File: src/rtl/branch_predictor_bht_pkg.sv
// Shared constants for the gshare branch history table: counter encodings,
// the reset counter value and the conditional-branch opcode.
package branch_predictor_bht_pkg;
    localparam logic [1:0] CTR_SNT   = 2'b00;
    localparam logic [1:0] CTR_WNT   = 2'b01;
    localparam logic [1:0] CTR_WT    = 2'b10;
    localparam logic [1:0] CTR_ST    = 2'b11;
    localparam logic [1:0] CTR_RESET = CTR_WNT;

    localparam logic [6:0] OPCODE_BRANCH = 7'b1100011;
endpackage

File: src/rtl/branch_predictor_bht_sat_counter2.sv
// Two-bit saturating up/down counter; one instance per table entry.
module sat_counter2
    import branch_predictor_bht_pkg::*;
(
    input  logic       clk,
    input  logic       reset,
    input  logic       en,
    input  logic       up,
    output logic [1:0] count
);
    always_ff @(posedge clk or posedge reset) begin
        if (reset) begin
            count <= CTR_RESET;
        end else if (en) begin
            if (up && count != CTR_ST) begin
                count <= count + 2'd1;
            end else if (!up && count != CTR_SNT) begin
                count <= count - 2'd1;
            end
        end
    end
endmodule

File: src/rtl/branch_predictor_bht.sv
// Gshare branch predictor: PC bits XOR global history select a 2-bit counter;
// counters, history and statistics train non-speculatively at resolve.
module branch_predictor_bht
    import branch_predictor_bht_pkg::*;
#(
    parameter int INDEX_BITS = 4,
    parameter int STAT_WIDTH = 32
) (
    input  logic                  clk,
    input  logic                  reset,
    input  logic                  lookup_valid,
    input  logic [31:0]           lookup_pc,
    output logic                  predict_taken,
    output logic [INDEX_BITS-1:0] predict_index,
    input  logic                  resolve_valid,
    input  logic [INDEX_BITS-1:0] resolve_index,
    input  logic                  resolve_taken,
    input  logic                  resolve_predicted,
    output logic                  mispredict,
    output logic [STAT_WIDTH-1:0] branch_count,
    output logic [STAT_WIDTH-1:0] mispredict_count
);
    localparam int ENTRIES = 1 << INDEX_BITS;

    // Valid-only qualification: there is no ready/backpressure. A lookup is
    // never stalled and never changes state; a resolve is consumed on every
    // clock edge where resolve_valid is high and reset is low.
    logic [1:0]            ctr [ENTRIES];
    logic [INDEX_BITS-1:0] ghr;
    logic                  resolve_wrong;
    logic                  unused_lookup;

    for (genvar i = 0; i < ENTRIES; i++) begin : g_entry
        sat_counter2 u_ctr (
            .clk   (clk),
            .reset (reset),
            .en    (resolve_valid && (resolve_index == INDEX_BITS'(i))),
            .up    (resolve_taken),
            .count (ctr[i])
        );
    end

    // Prediction reads pre-update state; no bypass from a same-cycle resolve.
    assign predict_index = lookup_pc[INDEX_BITS+1:2] ^ ghr;
    assign predict_taken = ctr[predict_index][1];
    assign resolve_wrong = resolve_valid && (resolve_taken != resolve_predicted);
    assign unused_lookup = ^{lookup_valid, lookup_pc[31:INDEX_BITS+2], lookup_pc[1:0]};

    always_ff @(posedge clk or posedge reset) begin
        if (reset) begin
            ghr              <= '0;
            mispredict       <= 1'b0;
            branch_count     <= '0;
            mispredict_count <= '0;
        end else begin
            mispredict <= resolve_wrong;
            if (resolve_valid) begin
                ghr <= {ghr[INDEX_BITS-2:0], resolve_taken};
                if (branch_count != '1) begin
                    branch_count <= branch_count + STAT_WIDTH'(1);
                end
            end
            // Statistics saturate so long board runs never wrap to small values.
            if (resolve_wrong && mispredict_count != '1) begin
                mispredict_count <= mispredict_count + STAT_WIDTH'(1);
            end
        end
    end
endmodule

File: config.mk
export PLATFORM = sky130hd
export DESIGN_NAME = branch_predictor_bht
export DESIGN_NICKNAME = d
export VERILOG_FILES = /design/src/rtl/branch_predictor_bht_pkg.sv /design/src/rtl/branch_predictor_bht_sat_counter2.sv /design/src/rtl/branch_predictor_bht.sv
export SDC_FILE = /design/constraint.sdc
export NUM_CORES = 1
export LEC_CHECK = 0
export CORE_UTILIZATION = 29
export DETAILED_ROUTE_END_ITERATION = 8
export GPL_TIMING_DRIVEN = 0
export PLACE_DENSITY = 0.61
export SLEW_MARGIN = 20
export SYNTH_ARGS = -nofsm -noshare
export SYNTH_HDL_FRONTEND = slang
export SYNTH_HIERARCHICAL = 1
export SYNTH_SLANG_ARGS = --single-unit
export TNS_END_PERCENT = 50
File: constraint.sdc
create_clock -name clk -period 2.05 [get_ports clk]
set_clock_uncertainty 0.2 [all_clocks]
set_input_delay 0.205 -clock clk [delete_from_list [all_inputs] [get_ports clk]]
set_output_delay 0.205 -clock clk [all_outputs]
set_load 0.02 [all_outputs]
==> impl_results.md <==
* Violations in the final reports: setup timing
* Clock root buffer: clkbuf_16
* Setup ws final at -656 ps
* Synth Area in XOR/XNOR at 0.0941
* Grt ovf at 0
* Slew HR at 0.433
* Synthesis Warnings at 6
* Io pins at 112
* Final setup violation count at 1
* Multi-input gate area at 2990 sq um
* Synth Area in Adders at 0.00456
* Achievable Freq at 0.370 GHz
* Max-Cap Viols at 0
* Vias per cell at 5.01
* Total Routing Usage GR at 0.144
* Fin nets at 690
* Synth Net Count at 566
* Core ar. at 18,300 sq um
* Simple-gate share of the synthesized area at 0.238
* Die height at 140 microns
* Tightest Pin Transition at 847 ps
* H-tree Lvls at 3
* Static Leakage at 3.49 nW
* Wire length of the first global-routing pass at 22,500 microns
* Worst setup path endpoint: predict_taken
* Cells after synthesis at 522
* Largest net degree at the start of global routing at 42
* CTS Hold Bufs at 0
* IO Port Bufs at 82
* Drt drc at 0
* Number of global-route vias before repair at 4,432
* WP data arrival at 2300 ps
* Min-Delay Path Class: primary input to flop
* Origin of the worst setup path: ghr[0]
* Slew Limit Fails at 0
* FF-to-FF path depth at 6
* Fin cells at 880
* Power per cell area at 704 nW/um^2
* FF-to-FF End: mispredict_count[1]
* Register area at 2560 sq um
* Die width at 140 microns
* Per-cell routed wire length at 15.8 microns
* Antenna Cells at 0
* Final worst path period share at 1.32
* Largest family of logic cells by synthesized area: simple AND/OR/NAND/NOR gates
* Yosys cell types at 48
* Multiplexer share of the synthesized area at 0.0734
* Outcome: finished, violations left
* Final hold vios at 0
* Final ANT Viol Nets at 0
* Clock Sinks at 101
* Cts bufs inserted at 9
* Primary FF master, synth: dfrtp_1
* Area of the die at 19,500 sq um
* Worst Setup End Kind: primary output
* Worst Path Required at 1640 ps
* GPL Wtd Cong at 0.795
* Peak supply drop at 0.000421 V
* Finished Cell Area at 7460 sq um
* Tot Pwr at 0.00525 W
* FF+latch count, synth at 101
* Number of enable flip-flop cells after synthesis at 0
* Initial antenna violation count at 0
* Final WL at 13,900 microns
* RSZ-0062 raised after global routing: yes
* Estimated wirelength of the detail-placed design at 9780 microns
* CTS tree: done
* Post-place instance area at 6700 sq um
* Ys async rst share at 1.00
* CP Class: flop to primary output
* R2R Path Start: mispredict_count[0]
* Seq/Total Area, Yosys at 0.464
* Share of layout cells above drive strength 1 at 0.243
* DR iter-0 viols at 250
* Drt pass-1 iters at 4
* Area grow syn2layout at 35.9%
* Mapped cell area at 5490 sq um
* Compound-gate portion of the synthesized area at 0.0868
* FP Rows at 49
* Shortest period the worst path allows at 2710 ps
* Post-Syn Area per Cell at 10.5 sq um
* Clock slew at reported path FFs at 70 ps
* Via count at 4,412
* DP Cell Count at 836
* Critical path launch point type: flop
* Initial Util at 0.300
* Clk buf depth at 2
* Fill count at 1,744
* Crit path max fanout at 3
* Clk_lat worst skew at 360 ps
* R2R setup slack at 40 ps
flip-flops by register name, indices dropped and copies added (netlist names):
register,cells
branch_count,32
g_entry.u_ctr/count,32
ghr,4
mispredict,1
mispredict_count,32
critical path: stages, from the launching register on:
cell and delay [ps]:
dfrtp_2 440, xnor2_4 220, buf_6 150, mux4_2 510, mux4_2 480, buf_6 150
metal layers:
metal / GRT usage / vias up / share of wire
met5: 0 / - / 0
met4: 0.0370 / 0 / 0.0093
met3: 0.0440 / 13 / 0.049
met2: 0.245 / 75 / 0.50
met1: 0.177 / 2230 / 0.45
li1: - / 2094 / -
cells in the final DEF, fill, tap and decap left out, types with 4 or more instances in the layout:
cell type / instances
xor2_1: 29
nand2_1: 21
and4_4: 4
o211ai_2: 16
a21oi_1: 18
inv_1: 51
nor3_4: 4
nor2b_1: 16
dfrtp_2: 13
nor3_1: 11
nor2_1: 14
o22ai_1: 16
and2_1: 5
and3_1: 12
and4_1: 8
buf_12: 4
nand3_1: 18
dfrtp_1: 72
buf_4: 28
mux4_2: 4
nand3b_1: 18
xnor2_1: 28
nor2_2: 8
clkdlybuf4s50_1: 76
dfstp_2: 16
buf_6: 4
nand4_1: 28
mux2i_1: 17
clkbuf_16: 9
or2b_1: 16
mux2_2: 8
nor2_4: 6
logic make-up after synthesis:
group,Yosys count
xor+xnor,59
compound gates,60
buf+inv,57
simple gates,212
fa+ha+maj,2
mux,31
flops,101
worst min-delay path by stage:
stage | from | endpoint | depth (start not counted)
after floorplan | reset | g_entry[0].u_ctr/count[1] | 1
after global placement | branch_count[27] | branch_count[27] | 1
after detailed placement | mispredict_count[18] | mispredict_count[18] | 1
after CTS | resolve_taken | g_entry[1].u_ctr/count[0] | 3
after global routing | resolve_taken | g_entry[2].u_ctr/count[0] | 3
final | resolve_taken | g_entry[1].u_ctr/count[0] | 3
per-stage QoR:
| step | TNS (ps) | setup slack (ps) | hold WS [ps] | util |
|---|---|---|---|---|
| after floorplan | -146 | -103 | -255 | - |
| after global placement | -134830 | -1820 | 276 | 0.363 |
| after detailed placement | -38920 | -1060 | 286 | 0.366 |
| after CTS | -1200 | -679 | 66.1 | 0.392 |
| after global routing | -780 | -709 | 98.6 | 0.408 |
| final | -656 | -656 | 85.9 | 0.408 |
final cells by class:
type | count | share of cell area
inverter | 52 | 0.0267
buffer | 4 | 0.00419
timing repair buffer | 114 | 0.150
clock inverter | 6 | 0.00637
multi-input combinational | 364 | 0.400
clock buffer | 10 | 0.0307
sequential | 101 | 0.344
tap | 229 | 0.0384
cell usage after synthesis, drive strengths merged, types with 4 or more instances:
cell / instances / area [sq um]
nor3: 16 / 91.3
inv: 52 / 195
mux2i: 17 / 170
nand3: 20 / 100
dfstp: 16 / 420
nor3b: 4 / 35.0
o22ai: 16 / 100
and3: 13 / 81.3
a21oi: 18 / 90.1
xor2: 30 / 263
o211ai: 17 / 208
nor2: 28 / 108
nor2b: 16 / 100
mux2: 9 / 105
and2: 6 / 37.5
and4: 13 / 114
nand4: 31 / 213
dfrtp: 85 / 2130
or2b: 16 / 120
xnor2: 29 / 254
nand3b: 18 / 135
nand2: 21 / 78.8
mux4: 5 / 128
report_power, final:
| group | internal (W) | switching, W |
|---|---|---|
| registers | 0.00216 | 0.000262 |
| logic | 0.000603 | 0.000590 |
| clock network | 0.000836 | 0.000799 |
what timing repair did:
action,CTS,global route
buffers inserted,4,25
gates resized for setup,48,32
pin swaps,12,10
setup endpoints to repair,90,75
No activity file was read; power rests on OpenSTA's default activity.
